[src/rtl/ex_muldiv_pkg.sv]
// Shared constants and helpers for the RV32M multiply/divide unit.
package ex_muldiv_pkg;

    localparam logic [6:0] FUNCT7_M = 7'b0000001;

    typedef enum logic [2:0] {
        MUL    = 3'b000,
        MULH   = 3'b001,
        MULHSU = 3'b010,
        MULHU  = 3'b011,
        DIV    = 3'b100,
        DIVU   = 3'b101,
        REM    = 3'b110,
        REMU   = 3'b111
    } md_op_e;

    // ALU op field gains one bit so M ops share the execute op bus
    localparam int unsigned ALU_WIDTH_BASE = 4;
    localparam int unsigned ALU_WIDTH      = ALU_WIDTH_BASE + 1;

    function automatic logic op_is_div(input md_op_e op);
        return op[2];
    endfunction

    function automatic logic op_is_signed_div(input md_op_e op);
        return op[2] && !op[0];
    endfunction

    function automatic logic op_is_rem(input md_op_e op);
        return op[2] && op[1];
    endfunction

endpackage

[src/rtl/ex_muldiv_step.sv]
// One iteration of the multiply/divide datapath: BITS_PER_CYCLE shift-add or
// restoring-subtract steps over a {hi, lo} accumulator.
module ex_muldiv_step
    import ex_muldiv_pkg::*;
#(
    parameter int unsigned DWIDTH         = 32,
    parameter int unsigned BITS_PER_CYCLE = 1
) (
    input  logic                  is_div,
    input  logic [2*DWIDTH-1:0]   acc_in,
    input  logic [DWIDTH-1:0]     operand,
    output logic [2*DWIDTH-1:0]   acc_out
);

    logic [2*DWIDTH-1:0] acc;
    logic [DWIDTH:0]     sum;
    logic [DWIDTH:0]     rem_ext;
    logic [DWIDTH+1:0]   diff;

    // multiply: hi += lo[0] ? operand : 0, then shift {carry,hi,lo} right
    // divide:   shift {rem,quo} left, keep rem - operand when it does not borrow
    always_comb begin
        acc     = acc_in;
        sum     = '0;
        rem_ext = '0;
        diff    = '0;
        for (int i = 0; i < int'(BITS_PER_CYCLE); i++) begin
            if (is_div) begin
                rem_ext = acc[2*DWIDTH-1:DWIDTH-1];
                diff    = {1'b0, rem_ext} - {2'b00, operand};
                if (!diff[DWIDTH+1]) begin
                    acc = {diff[DWIDTH-1:0], acc[DWIDTH-2:0], 1'b1};
                end else begin
                    acc = {rem_ext[DWIDTH-1:0], acc[DWIDTH-2:0], 1'b0};
                end
            end else begin
                sum = {1'b0, acc[2*DWIDTH-1:DWIDTH]}
                    + (acc[0] ? {1'b0, operand} : {(DWIDTH+1){1'b0}});
                acc = {sum, acc[DWIDTH-1:1]};
            end
        end
        acc_out = acc;
    end

endmodule

[src/rtl/ex_muldiv.sv]
// Iterative RV32M multiply/divide unit for the execute stage: FSM, iteration
// counter, sign handling and a registered valid/ready result port.
module ex_muldiv
    import ex_muldiv_pkg::*;
#(
    parameter int unsigned DWIDTH         = 32,
    parameter int unsigned AWIDTH         = 5,
    parameter int unsigned BITS_PER_CYCLE = 1
) (
    input  logic              ex_clk,
    input  logic              ex_rst,
    input  logic              md_i_valid,
    output logic              md_o_ready,
    input  logic [2:0]        md_i_funct3,
    input  logic [DWIDTH-1:0] md_i_rs1,
    input  logic [DWIDTH-1:0] md_i_rs2,
    input  logic [AWIDTH-1:0] md_i_addr_rd,
    input  logic              md_i_flush,
    output logic              md_o_valid,
    input  logic              md_i_ready,
    output logic [DWIDTH-1:0] md_o_result,
    output logic [AWIDTH-1:0] md_o_addr_rd,
    output logic              md_o_busy
);

    localparam int unsigned N  = DWIDTH / BITS_PER_CYCLE;
    localparam int unsigned CW = $clog2(N) + 1;
    localparam logic [DWIDTH-1:0] MOST_NEG = {1'b1, {(DWIDTH-1){1'b0}}};

    typedef enum logic [1:0] {
        S_IDLE = 2'd0,
        S_CALC = 2'd1,
        S_DONE = 2'd2
    } state_e;

    state_e              state_q, state_d;
    md_op_e              op_q, op_in;
    logic                neg_a_q, neg_b_q;
    logic [DWIDTH-1:0]   mag_b_q;
    logic [2*DWIDTH-1:0] acc_q, step_acc, prod;
    logic [CW-1:0]       cnt_q;

    logic                accept, last_step;
    logic                signed_a, signed_b, neg_a, neg_b;
    logic                div_zero, div_ovf, special;
    logic [DWIDTH-1:0]   mag_a, mag_b, special_result, fix_result;
    logic [DWIDTH-1:0]   quo, rem;

    logic                valid_d, ready_d, busy_d;
    logic [DWIDTH-1:0]   result_d;
    logic [AWIDTH-1:0]   rd_d;

    // request decode: operand signs, magnitudes and single-cycle special cases
    always_comb begin
        op_in    = md_op_e'(md_i_funct3);
        signed_a = op_is_div(op_in) ? op_is_signed_div(op_in)
                                    : (op_in == MULH || op_in == MULHSU);
        signed_b = op_is_div(op_in) ? op_is_signed_div(op_in) : (op_in == MULH);
        neg_a    = signed_a && md_i_rs1[DWIDTH-1];
        neg_b    = signed_b && md_i_rs2[DWIDTH-1];
        mag_a    = neg_a ? (~md_i_rs1 + DWIDTH'(1)) : md_i_rs1;
        mag_b    = neg_b ? (~md_i_rs2 + DWIDTH'(1)) : md_i_rs2;
        div_zero = op_is_div(op_in) && (md_i_rs2 == '0);
        div_ovf  = op_is_signed_div(op_in) && (md_i_rs1 == MOST_NEG) && (md_i_rs2 == '1);
        special  = div_zero || div_ovf;
        if (div_zero) begin
            special_result = op_is_rem(op_in) ? md_i_rs1 : '1;
        end else begin
            special_result = op_is_rem(op_in) ? '0 : md_i_rs1;
        end
    end

    assign accept    = (state_q == S_IDLE) && md_i_valid && !md_i_flush;
    assign last_step = (state_q == S_CALC) && (cnt_q == CW'(N - 1));

    ex_muldiv_step #(
        .DWIDTH         (DWIDTH),
        .BITS_PER_CYCLE (BITS_PER_CYCLE)
    ) u_step (
        .is_div  (op_is_div(op_q)),
        .acc_in  (acc_q),
        .operand (mag_b_q),
        .acc_out (step_acc)
    );

    // sign fix-up applied to the final iteration's accumulator
    always_comb begin
        prod = (neg_a_q ^ neg_b_q) ? (~step_acc + (2*DWIDTH)'(1)) : step_acc;
        quo  = step_acc[DWIDTH-1:0];
        rem  = step_acc[2*DWIDTH-1:DWIDTH];
        case (op_q)
            MUL:                 fix_result = prod[DWIDTH-1:0];
            MULH, MULHSU, MULHU: fix_result = prod[2*DWIDTH-1:DWIDTH];
            DIV, DIVU:           fix_result = (neg_a_q ^ neg_b_q) ? (~quo + DWIDTH'(1)) : quo;
            REM, REMU:           fix_result = neg_a_q ? (~rem + DWIDTH'(1)) : rem;
            default:             fix_result = '0;
        endcase
    end

    always_ff @(posedge ex_clk or negedge ex_rst) begin
        if (!ex_rst) begin
            state_q <= S_IDLE;
        end else begin
            state_q <= state_d;
        end
    end

    always_comb begin
        state_d = state_q;
        if (md_i_flush) begin
            state_d = S_IDLE;
        end else begin
            case (state_q)
                S_IDLE:  if (md_i_valid) state_d = special ? S_DONE : S_CALC;
                S_CALC:  if (last_step) state_d = S_DONE;
                S_DONE:  if (md_o_valid && md_i_ready) state_d = S_IDLE;
                default: state_d = S_IDLE;
            endcase
        end
    end

    always_comb begin
        valid_d  = (state_d == S_DONE);
        ready_d  = (state_d == S_IDLE);
        busy_d   = (state_d != S_IDLE);
        result_d = md_o_result;
        rd_d     = md_o_addr_rd;
        if (accept) begin
            rd_d = md_i_addr_rd;
            if (special) begin
                result_d = special_result;
            end
        end
        if (last_step && !md_i_flush) begin
            result_d = fix_result;
        end
    end

    always_ff @(posedge ex_clk or negedge ex_rst) begin
        if (!ex_rst) begin
            md_o_valid   <= 1'b0;
            md_o_ready   <= 1'b1;
            md_o_busy    <= 1'b0;
            md_o_result  <= '0;
            md_o_addr_rd <= '0;
        end else begin
            md_o_valid   <= valid_d;
            md_o_ready   <= ready_d;
            md_o_busy    <= busy_d;
            md_o_result  <= result_d;
            md_o_addr_rd <= rd_d;
        end
    end

    // operand capture on accept, one iteration per CALC edge
    always_ff @(posedge ex_clk or negedge ex_rst) begin
        if (!ex_rst) begin
            op_q    <= MUL;
            neg_a_q <= 1'b0;
            neg_b_q <= 1'b0;
            mag_b_q <= '0;
            acc_q   <= '0;
            cnt_q   <= '0;
        end else if (accept) begin
            op_q    <= op_in;
            neg_a_q <= neg_a;
            neg_b_q <= neg_b;
            mag_b_q <= mag_b;
            acc_q   <= {DWIDTH'(0), mag_a};
            cnt_q   <= '0;
        end else if (state_q == S_CALC) begin
            acc_q   <= step_acc;
            cnt_q   <= cnt_q + CW'(1);
        end
    end

endmodule

[config.mk]
export PLATFORM = sky130hd
export DESIGN_NAME = ex_muldiv
export DESIGN_NICKNAME = d
export VERILOG_FILES = /design/src/rtl/ex_muldiv_pkg.sv /design/src/rtl/ex_muldiv_step.sv /design/src/rtl/ex_muldiv.sv
export SDC_FILE = /design/constraint.sdc
export NUM_CORES = 1
export LEC_CHECK = 0
export CORE_AREA = 2 2 253 255
export CTS_BUF_LIST = sky130_fd_sc_hd__clkbuf_16
export CTS_CLUSTER_DIAMETER = 80
export DETAILED_ROUTE_END_ITERATION = 12
export DIE_AREA = 0 0 255 257
export PLACE_DENSITY_LB_ADDON = 0.05
export SYNTH_ARGS = -nofsm -noshare
export SYNTH_HDL_FRONTEND = slang
export SYNTH_SLANG_ARGS = --single-unit
export TNS_END_PERCENT = 30
[constraint.sdc]
create_clock -name ex_clk -period 7.6 [get_ports ex_clk]
set_input_delay 1.52 -clock ex_clk [delete_from_list [all_inputs] [get_ports ex_clk]]
set_output_delay 1.52 -clock ex_clk [all_outputs]
set_load 0.01 [all_outputs]
==> metrics.txt, run 1 <==
Iteration-0 DRC Markers roughly 1,400; core area between 60,000 and 70,000 um2; layout cells sized above 1 6.04%; Filler cells slightly below 7,000; Slowest cell on crit path nor2_1; Tot GR Track Use a little under a quarter; Setup CP Type reg -> reg; GRT overflow 0; Buf+Inv Stages, Crit Path 1; Hold WS roughly 0.48 ns; path depth of the worst reg2reg path 15; Int Pwr 0.00323 W; main flop type after synthesis dfrtp_1; Final Skew 0.0206 ns; vias in the first global route between 15,000 and 20,000; most common cell after layout, fill and taps aside nand2_1; Skew-Pair Late Insertion Delay around 0.50 ns; initial core utilization between 20 and 25%; reg2reg end md_o_result[29]$_DFFE_PN0P_; WHS Endpoint md_o_addr_rd[2]$_DFFE_PN0P_; Layout Nets about 2,300; Final Hold Viols 0; H-tree depth 4; die area between 60,000 and 70,000 um2; Register Area about 3700 um2; sequential area share after synthesis between 20 and 25%; Core Util, Final slightly below 30%; pwr dens 398 nW/um2; Die Wd 255 um; Placement Rows 92; total power 0.00724 W; GP Congestion slightly below 0.9; hpwl dp roughly 59,000 um; Netlist cell types 96; flop2flop setup slack around 1.7 ns; part of the power in registers 18.0%; CTS resizes 0; largest net degree at the start of global routing between 80 and 90; critical-path cell list ha_1, nand2_1, nor3_1, and3_1, o31a_1, buf_4, nor2_2, nor2_1, a221o_1, or4b_1, nor3_1, nand3_1, o41ai_2, xor2_1, a221oi_1; Place WS 1.56 ns; Routed Antenna Nets 0; fmax about 0.17 GHz; leakage a little over 7 nW; Crit. End Element flip-flop; Clock Root Buffer clkbuf_16; Synthesis Warnings 0; initial antenna violation count 2; HP Class reg -> reg; Multi-input gate area ~11,000 um2; # port buffers roughly 120; minimum clock period after layout just under 6 ns; area growth from synthesis to layout 17.3%; Largest delay share family, worst path simple AND/OR/NAND/NOR gates; post-synth design cell area approximately 16,000 um2; routed vias/inst 5.53; unrepaired setup endpoints after global routing false; Routed WL 75,700 um; Yosys reg bits about 150; maximum fanout along the worst path 12; Reg-to-Reg Start acc_q[42]$_DFFE_PN0P_; number of flops mapped to enable cells by yosys 0; CTS tree yes; Worst Hold Path Cells 2; Comb pwr share just under 70%; Worst-path clk slew roughly 0.070 ns; startpoint types flip-flop; drt drc 0; Vias around 16,000; max_slew headroom 21.4%; most frequent cells in the layout 257 x nand2_1, 172 x o21ai_0, 163 x nor2_1, 160 x a21oi_1, 147 x dfrtp_1; final setup vio count 0; CP most frequent cell nor3_1; Final Slew Violations 0; Data required, critical path roughly 8 ns; peak supply drop between 0.2 and 0.25 mV; outcome finished, final reports clean; net switching fraction of the power between 50% and 60%; Routed WL per cell 25.4 um; Sum Neg Setup Slack 0 ns; clock tree buffer depth 2; clock share of power a little over an eighth; first-pass GRT wire length ~110,000 um; I/O pin cnt 117; max incr delay on CP roughly 0.70 ns; Die Height 257 um; final critical-path share of the clock period around 77%; Post-Syn Nets about 2,200; total clock sinks 149; cells after synthesis about 2,100; max-cap viol count 0; hold path start md_o_addr_rd[2]$_DFFE_PN0P_; Synth Area per Inst between 7 and 8 um2; CP arrival about 6.3 ns; Worst Max-Slew Pin Slew between 1 and 1.5 ns; DR pass1 iterations 6; postcts setup bufs 0; Hold Buf Count CTS 0; Sw Pwr ~0.004 W; CTS Buf Count 17; PnR worst setup slack 1.73 ns; Async S/R FF share, synth 100%; antenna diode count 0
registers in the layout, indices dropped and copies added (netlist names):
| register | cells |
|---|---|
| acc_q | 64 |
| mag_b_q | 32 |
| md_o_result | 32 |
| cnt_q | 6 |
| md_o_addr_rd | 5 |
| op_q | 3 |
| state_q | 2 |
| md_o_busy | 1 |
| md_o_ready | 1 |
| md_o_valid | 1 |
| neg_a_q | 1 |
| neg_b_q | 1 |
synth_stat cells (all sizes together), types with 60 or more instances:
library cell	number	area (um2)
ha	70	876
xor2	77	674
dfrtp	148	3700
nor3	60	305
nand2	259	977
nor2	166	626
o21ai	190	958
inv	65	244
a21oi	161	806
xnor2	89	780
nand3	66	330
clkbuf	99	372
worst register-to-register path: stages (launching register included):
cell and delay [ns]:
dfrtp_1 0.47, ha_1 0.47, nand2_1 0.17, nor3_1 0.44
and3_1 0.40, o31a_1 0.18, buf_4 0.28, nor2_2 0.13
nor2_1 0.70, a221o_1 0.53, or4b_1 0.58, nor3_1 0.23
nand3_1 0.25, o41ai_2 0.57, xor2_1 0.12, a221oi_1 0.27
logic make-up (layout without fill, tap and decap cells):
group	count (synthesis)	in the layout	share of synthesized area, %
xor+xnor	166	166	9.37
fa+ha+maj	72	72	5.90
mux	50	50	3.29
buf+inv	191	252	4.85
compound gates	686	686	29.1
flops	149	149	24.0
simple gates	759	759	23.4
routing by layer:
| metal | vias up | track usage, % | share of wire (%) | wire length [um] |
|---|---|---|---|---|
| met5 | - | 0 | 0 | 0 |
| met4 | 0 | 4.53 | 1.2 | 923 |
| met3 | 45 | 3.18 | 4.5 | 3430 |
| met2 | 446 | 35.3 | 44 | 33500 |
| met1 | 8266 | 34.7 | 50 | 37900 |
| li1 | 7729 | - | - | - |
power groups by stage:
stage               Sequential [W]  Clock [W]  Combinational (W)
floorplan                  0.00116          0            0.00326
global placement           0.00133          0            0.00494
detailed placement         0.00133          0            0.00492
CTS                        0.00131   0.000983            0.00495
global route               0.00133    0.00101            0.00543
finish                     0.00131   0.000955            0.00498
cell type report:
type	instances	share of cell area (%)
Clock inverter	15	1.03
Clock buffer	17	2.34
Inverter	66	1.36
Timing Repair Buffer	154	8.02
Sequential cell	149	20.5
Multi-Input combinational cell	1733	60.9
Tap cell	846	5.82
worst max-delay path by stage:
stage | end | from | slack (ns) | depth (start not counted)
3_3_place_gp | md_o_result[17]$_DFFE_PN0P_ | md_i_rs1[3] | 1.58 | 13
6_report | md_o_result[29]$_DFFE_PN0P_ | acc_q[42]$_DFFE_PN0P_ | 1.73 | 15
3_5_place_dp | md_o_result[17]$_DFFE_PN0P_ | md_i_rs1[3] | 1.56 | 13
4_1_cts | md_o_result[29]$_DFFE_PN0P_ | acc_q[42]$_DFFE_PN0P_ | 1.76 | 15
2_1_floorplan | md_o_result[24]$_DFFE_PN0P_ | acc_q[35]$_DFFE_PN0P_ | 2.90 | 19
5_1_grt | md_o_result[26]$_DFFE_PN0P_ | acc_q[55]$_DFFE_PN0P_ | 1.37 | 19
metrics by stage:
| step | instance area (um2) | cells |
|---|---|---|
| finish | 18200 | 2980 |
| global route | 18200 | 2980 |
| CTS | 18200 | 2980 |
| detailed placement | 17600 | 2948 |
| global placement | 17600 | 2948 |
| floorplan | 15500 | 2073 |
Note: power is estimated with default switching activity, not from simulation.
==> inputs of run 2 (changes only) <==
==> constraint.sdc (replaced) <==
create_clock -name ex_clk -period 5.96 [get_ports ex_clk]
set_input_delay 1.192 -clock ex_clk [delete_from_list [all_inputs] [get_ports ex_clk]]
set_output_delay 1.192 -clock ex_clk [all_outputs]
set_load 0.01 [all_outputs]
==> run 2 against run 1 <==
Net effect:
- critical path depth is 3 higher
- design area is 2.6% higher
- die area stayed put
- fmax is 4.1% higher
- sequential share of layout area is 0.51 points lower
- wire length is 2.9% higher
- largest cell class unchanged
- combinational power is 36% higher
- flip-flop and latch count stayed put
- worst setup slack worse by 1.4 ns
- worst hold slack hardly changed
- critical endpoint is now md_o_result[24]$_DFFE_PN0P_
- via count is 1.3% higher
- critical path type unchanged
==> metrics.txt, run 2 (synthesized netlist as in run 1, its figures left out) <==
Die Height 257 um (unchanged); minimum clock period after layout 5.64 ns (was 5.87 ns); Placed Area 18,100 um2 (was 17,600 um2); max incr delay on CP 0.52 ns (was 0.70 ns); Clock Root Buffer clkbuf_16 (unchanged); max reg flops 64 (unchanged); vias in the first global route 16,300 (was 16,100); Sum Neg Setup Slack 0 ns (unchanged); Largest delay share family, worst path compound AO/OA/AOI/OAI gates (was simple AND/OR/NAND/NOR gates); Buf+Inv Stages, Crit Path 1 (unchanged); Routed Antenna Nets 0 (unchanged); Final Hold Viols 0 (unchanged); CP arrival 5.99 ns (was 6.27 ns); Routed WL 77,900 um (was 75,700 um); Placement Rows 92 (unchanged); initial core utilization 24.7% (unchanged); unrepaired setup endpoints after global routing false (unchanged); I/O pin cnt 117 (unchanged); final critical-path share of the clock period 94.6% (was 77.2%); clock tree buffer depth 2 (unchanged); maximum fanout along the worst path 18 (was 12); HP Class reg -> reg (unchanged); routed vias/inst 5.48 (was 5.53); Crit. End Element flip-flop (unchanged); core area 62,700 um2 (unchanged); Vias 16,700 (was 16,500); largest net degree at the start of global routing 84 (was 85); drt drc 0 (unchanged); initial antenna violation count 0 (was 2); DR pass1 iterations 5 (was 6); Routed WL per cell 25.5 um (was 25.4 um); Design Area, Final 18,700 um2 (was 18,200 um2); critical-path cell list ha_1, a21oi_1, o21ai_1, a21oi_1, o21a_1, buf_4, a21oi_1, o31ai_2, ha_1, nor3b_1, a41o_1, nand4_1, nor3_2, nand2_1, o41ai_2, xnor2_1, a221oi_1, o22ai_1 (was ha_1, nand2_1, nor3_1, and3_1, o31a_1, buf_4, nor2_2, nor2_1, a221o_1, or4b_1, nor3_1, nand3_1, o41ai_2, xor2_1, a221oi_1); Iteration-0 DRC Markers 1,467 (was 1,419); peak supply drop 0.328 mV (was 0.206 mV); antenna diode count 0 (unchanged); Final Skew 0.0118 ns (was 0.0206 ns); most frequent cells in the layout 257 x nand2_1, 172 x o21ai_0, 163 x nor2_1, 160 x a21oi_1, 147 x dfrtp_1 (unchanged); Setup CP Type reg -> reg (unchanged); area growth from synthesis to layout 20.3% (was 17.3%); final setup vio count 0 (unchanged); hpwl dp 61,600 um (was 59,300 um); Skew-Pair Late Insertion Delay 0.50 ns (about the same); outcome finished, final reports clean (unchanged); Worst-path clk slew 0.08 ns (was 0.07 ns); CTS Buf Count 17 (unchanged); Die Wd 255 um (unchanged); Most flops, register acc_q (unchanged); top flop regs acc_q: 64 flops, mag_b_q: 32 flops, md_o_result: 32 flops (unchanged); fmax 0.177 GHz (was 0.170 GHz); postcts setup bufs 0 (unchanged); GRT overflow 0 (unchanged); max_slew headroom 31.3% (was 21.4%); startpoint types flip-flop (unchanged); die area 65,500 um2 (unchanged); CTS resizes 0 (unchanged); Filler cells 6,831 (was 6,834); Hold Buf Count CTS 0 (unchanged); layout cells sized above 1 9.07% (was 6.04%); first-pass GRT wire length 115,000 um (was 112,000 um); PnR worst setup slack 0.322 ns (was 1.73 ns); pwr dens 511 nW/um2 (was 398 nW/um2); H-tree depth 4 (unchanged); Place WS 0.398 ns (was 1.56 ns); Slowest cell on crit path a221oi_1 (was nor2_1); CTS tree yes (unchanged); Final Slew Violations 0 (unchanged); Data required, critical path 6.31 ns (was 7.99 ns); flop2flop setup slack 0.32 ns (was 1.73 ns); Layout Nets 2,340 (was 2,270); total clock sinks 149 (unchanged); leakage 7.56 nW (was 7.24 nW); Tot GR Track Use 23.9% (was 23.2%); max-cap viol count 0 (unchanged); most common cell after layout, fill and taps aside nand2_1 (unchanged); Worst Max-Slew Pin Slew 1.03 ns (was 1.18 ns); GP Congestion 0.891 (about the same); CP most frequent cell a21oi_1 (was nor3_1); # port buffers 116 (unchanged)
run 2: cell type report:
class / count / area (um2) / area share [%]
multi-input combinational: 1733 / 11100 / 59.4
sequential: 149 / 3730 / 20.0
timing repair buffer: 224 / 1990 / 10.6
tap: 846 / 1060 / 5.67
clock buffer: 17 / 425 / 2.28
inverter: 66 / 248 / 1.33
clock inverter: 15 / 130 / 0.697
run 2: path summary, 6_finish.rpt:
| check | startpoint | end | cells after the start |
|---|---|---|---|
| min in group asynchronous | ex_rst | mag_b_q[7]$_DFFE_PN0P_ | 1 |
| max in group asynchronous | ex_rst | md_o_result[11]$_DFFE_PN0P_ | 2 |
| worst max register to register | acc_q[49]$_DFFE_PN0P_ | md_o_result[24]$_DFFE_PN0P_ | 18 |
| worst max-delay path | acc_q[49]$_DFFE_PN0P_ | md_o_result[24]$_DFFE_PN0P_ | 18 |
| worst min-delay path | md_o_addr_rd[0]$_DFFE_PN0P_ | md_o_addr_rd[0]$_DFFE_PN0P_ | 2 |
| worst min register to register | md_o_addr_rd[0]$_DFFE_PN0P_ | md_o_addr_rd[0]$_DFFE_PN0P_ | 2 |
run 2: worst register-to-register path, cell delays in order, from the launching register on:
cell and delay (ns):
dfrtp_1 0.48, ha_1 0.42, a21oi_1 0.35, o21ai_1 0.23
a21oi_1 0.22, o21a_1 0.26, buf_4 0.31, a21oi_1 0.19
o31ai_2 0.34, ha_1 0.32, nor3b_1 0.21, a41o_1 0.20
nand4_1 0.19, nor3_2 0.34, nand2_1 0.20, o41ai_2 0.38
xnor2_1 0.16, a221oi_1 0.52, o22ai_1 0.16
run 2: per-stage QoR:
stage / hold slack, ns / std cells / power (W) / util [%]
after floorplan: 0.464 / 2073 / 0.00565 / -
after global placement: 0.464 / 3018 / 0.00837 / 28.9
after detailed placement: 0.466 / 3018 / 0.00833 / 28.9
after CTS: 0.485 / 3050 / 0.00951 / 29.7
after global routing: 0.516 / 3050 / 0.0102 / 29.7
final: 0.479 / 3050 / 0.00953 / 29.7
run 2: power by group:
part / switching [W] / internal, W
combinational: 0.00435 / 0.00241
clock: 0.000548 / 0.000574
sequential: 0.000375 / 0.00126
run 2: layer usage:
metal  GRT usage, %  vias up  wire [um]
li1               -     7885          -
met1           34.4     8242      37500
met2           35.5      504      33700
met3           5.25       73       4760
met4           6.94        0       1910
met5              0        -          0
==> inputs of run 3 (changes only) <==
--- a/config.mk
+++ b/config.mk
@@ -10,6 +10,7 @@
 export CTS_CLUSTER_DIAMETER = 80
 export DETAILED_ROUTE_END_ITERATION = 12
 export DIE_AREA = 0 0 255 257
+export GPL_TIMING_DRIVEN = 0
 export PLACE_DENSITY_LB_ADDON = 0.05
 export SYNTH_ARGS = -nofsm -noshare
 export SYNTH_HDL_FRONTEND = slang
==> run 3 against run 2 <==
Net effect:
- critical endpoint is now md_o_result[29]$_DFFE_PN0P_
- via count is 3.0% higher
- cell count is 0.75% higher
- register-to-register slack worse by 0.20 ns
- clock skew is 0.0074 ns higher
- fmax is 3.4% lower
- utilization is 0.18 points lower
- flip-flop and latch count stayed put
==> metrics.txt, run 3 (synthesized netlist as in run 1, its figures left out) <==
max-cap viol count 0 (unchanged); hold path start md_o_addr_rd[2]$_DFFE_PN0P_ (was md_o_addr_rd[0]$_DFFE_PN0P_); maximum fanout along the worst path 10 (was 18); Routed WL per cell 27.5 um (was 25.5 um); hpwl dp 69,000 um (was 61,600 um); vias in the first global route 16,700 (was 16,300); Worst-path clk slew 0.08 ns (about the same); reg2reg end md_o_result[29]$_DFFE_PN0P_ (was md_o_result[24]$_DFFE_PN0P_); final setup vio count 0 (unchanged); Final Hold Viols 0 (unchanged); core area 62,700 um2 (unchanged); die area 65,500 um2 (unchanged); fmax 0.171 GHz (was 0.177 GHz); I/O pin cnt 117 (unchanged); unrepaired setup endpoints after global routing true (was false); Place WS -1.33 ns (was 0.398 ns); drt drc 0 (unchanged); startpoint types flip-flop (unchanged); Clock Root Buffer clkbuf_16 (unchanged); initial antenna violation count 1 (was 0); clock tree buffer depth 2 (unchanged); Worst Max-Slew Pin Slew 1.41 ns (was 1.03 ns); leakage 7.32 nW (was 7.56 nW); Routed Antenna Nets 0 (unchanged); Data required, critical path 6.31 ns (about the same); Placement Rows 92 (unchanged); largest net degree at the start of global routing 99 (was 84); flop2flop setup slack 0.12 ns (was 0.32 ns); first-pass GRT wire length 122,000 um (was 115,000 um); Placed Area 17,800 um2 (was 18,100 um2); Multi-input gate area 11,200 um2 (was 11,100 um2); final critical-path share of the clock period 97.9% (was 94.6%); path depth of the worst reg2reg path 17 (was 18); Vias 17,200 (was 16,700); Layout Nets 2,361 (was 2,340); area growth from synthesis to layout 19.5% (was 20.3%); most common cell after layout, fill and taps aside nand2_1 (unchanged); Register Area 3730 um2 (about the same); Final Slew Violations 0 (unchanged); Worst Hold Path Cells 2 (unchanged); Crit. End Element flip-flop (unchanged); initial core utilization 24.7% (unchanged); peak supply drop 0.297 mV (was 0.328 mV); WHS Endpoint md_o_addr_rd[2]$_DFFE_PN0P_ (was md_o_addr_rd[0]$_DFFE_PN0P_); Design Area, Final 18,600 um2 (was 18,700 um2); GP Congestion 0.942 (was 0.891); Final Skew 0.0192 ns (was 0.0118 ns); Reg-to-Reg Start mag_b_q[15]$_DFFE_PN0P_ (was acc_q[49]$_DFFE_PN0P_); outcome finished, final reports clean (unchanged); H-tree depth 4 (unchanged); CTS Buf Count 17 (unchanged); Routed WL 84,700 um (was 77,900 um); GRT overflow 0 (unchanged); Filler cells 6,921 (was 6,831); Iteration-0 DRC Markers 1,870 (was 1,467); DR pass1 iterations 6 (was 5); most frequent cells in the layout 257 x nand2_1, 172 x o21ai_0, 162 x nor2_1, 158 x a21oi_1, 146 x dfrtp_1 (was 257 x nand2_1, 172 x o21ai_0, 163 x nor2_1, 160 x a21oi_1, 147 x dfrtp_1); total clock sinks 149 (unchanged); HP Class reg -> reg (unchanged); routed vias/inst 5.60 (was 5.48); Setup CP Type reg -> reg (unchanged); max reg flops 64 (unchanged); Most flops, register acc_q (unchanged); CP arrival 6.19 ns (was 5.99 ns); # port buffers 116 (unchanged); max_slew headroom 5.85% (was 31.3%); minimum clock period after layout 5.84 ns (was 5.64 ns); Skew-Pair Late Insertion Delay 0.51 ns (was 0.50 ns); layout cells sized above 1 6.25% (was 9.07%); Sum Neg Setup Slack 0 ns (unchanged); pwr dens 517 nW/um2 (was 511 nW/um2); CTS tree yes (unchanged); PnR worst setup slack 0.122 ns (was 0.322 ns); Tot GR Track Use 26.0% (was 23.9%); top flop regs acc_q: 64 flops, mag_b_q: 32 flops, md_o_result: 32 flops (unchanged); Die Wd 255 um (unchanged); Die Height 257 um (unchanged)
==> run 3: stage by stage <==
step                power, W  hold slack (ns)  instances  utilization (%)
finish               0.00960            0.483       3073             29.6
detailed placement   0.00823            0.467       3036             28.3
global route          0.0102            0.515       3071             29.6
CTS                  0.00942            0.488       3068             29.3
floorplan            0.00565            0.464       2073                -
global placement     0.00827            0.468       3035             28.3
==> run 3: repair_timing <==
item,in CTS,in global routing
setup buffers,1,5
endpoints found under the setup margin,38,25
pin swaps,1,2
gates resized for setup,26,22
hold buffers,0,0
==> run 3: layer usage <==
| layer | share of wire [%] | global-route usage (%) | vias up |
|---|---|---|---|
| met5 | 0 | 0 | - |
| met4 | 2.2 | 6.30 | 0 |
| met3 | 7.2 | 5.01 | 80 |
| met2 | 44 | 39.8 | 635 |
| met1 | 47 | 37.1 | 8565 |
| li1 | - | - | 7928 |
==> run 3: power by group <==
group          leakage, nW  total [W]  switching, W  internal, W
Clock                0.258    0.00108      0.000548     0.000532
Sequential            1.86    0.00170      0.000438      0.00126
Combinational         5.20    0.00682       0.00461      0.00221
==> run 3: cell type report <==
| cell class | instances | share of cell area, % |
|---|---|---|
| Inverter | 66 | 1.34 |
| Clock buffer | 17 | 2.29 |
| Timing Repair Buffer | 123 | 6.68 |
| Tap cell | 846 | 5.71 |
| Antenna cell | 2 | 0.0270 |
| Sequential cell | 149 | 20.1 |
| Multi-Input combinational cell | 1733 | 60.4 |
| Clock inverter | 15 | 0.566 |
| Buffer | 122 | 2.89 |
==> run 3: worst max-delay path by stage <==
stage	startpoint	to	slack [ns]	depth (start not counted)
6_report	mag_b_q[15]$_DFFE_PN0P_	md_o_result[29]$_DFFE_PN0P_	0.12	17
5_1_grt	acc_q[0]$_DFFE_PN0P_	md_o_result[28]$_DFFE_PN0P_	-0.03	18
4_1_cts	mag_b_q[4]$_DFFE_PN0P_	md_o_result[28]$_DFFE_PN0P_	-0.03	20
3_5_place_dp	op_q[2]$_DFFE_PN0P_	md_o_result[4]$_DFFE_PN0P_	-1.33	11
3_3_place_gp	ex_rst	md_o_result[2]$_DFFE_PN0P_	-4.00	1
2_1_floorplan	acc_q[35]$_DFFE_PN0P_	md_o_result[24]$_DFFE_PN0P_	1.26	19
==> run 3: worst max-delay path, stage by stage (launching register included) <==
cell and delay [ns]:
dfrtp_1 0.51, inv_1 0.08, ha_1 0.42, nand2_1 0.15
nor3_1 0.31, and3_1 0.33, o31a_1 0.32, buf_6 0.21
nor2_2 0.10, buf_2 0.25, nor2_2 0.43, a221oi_2 0.31
or4b_1 0.67, nor3_1 0.22, nand3_1 0.26, o41ai_2 0.49
xor2_1 0.14, a221oi_2 0.48
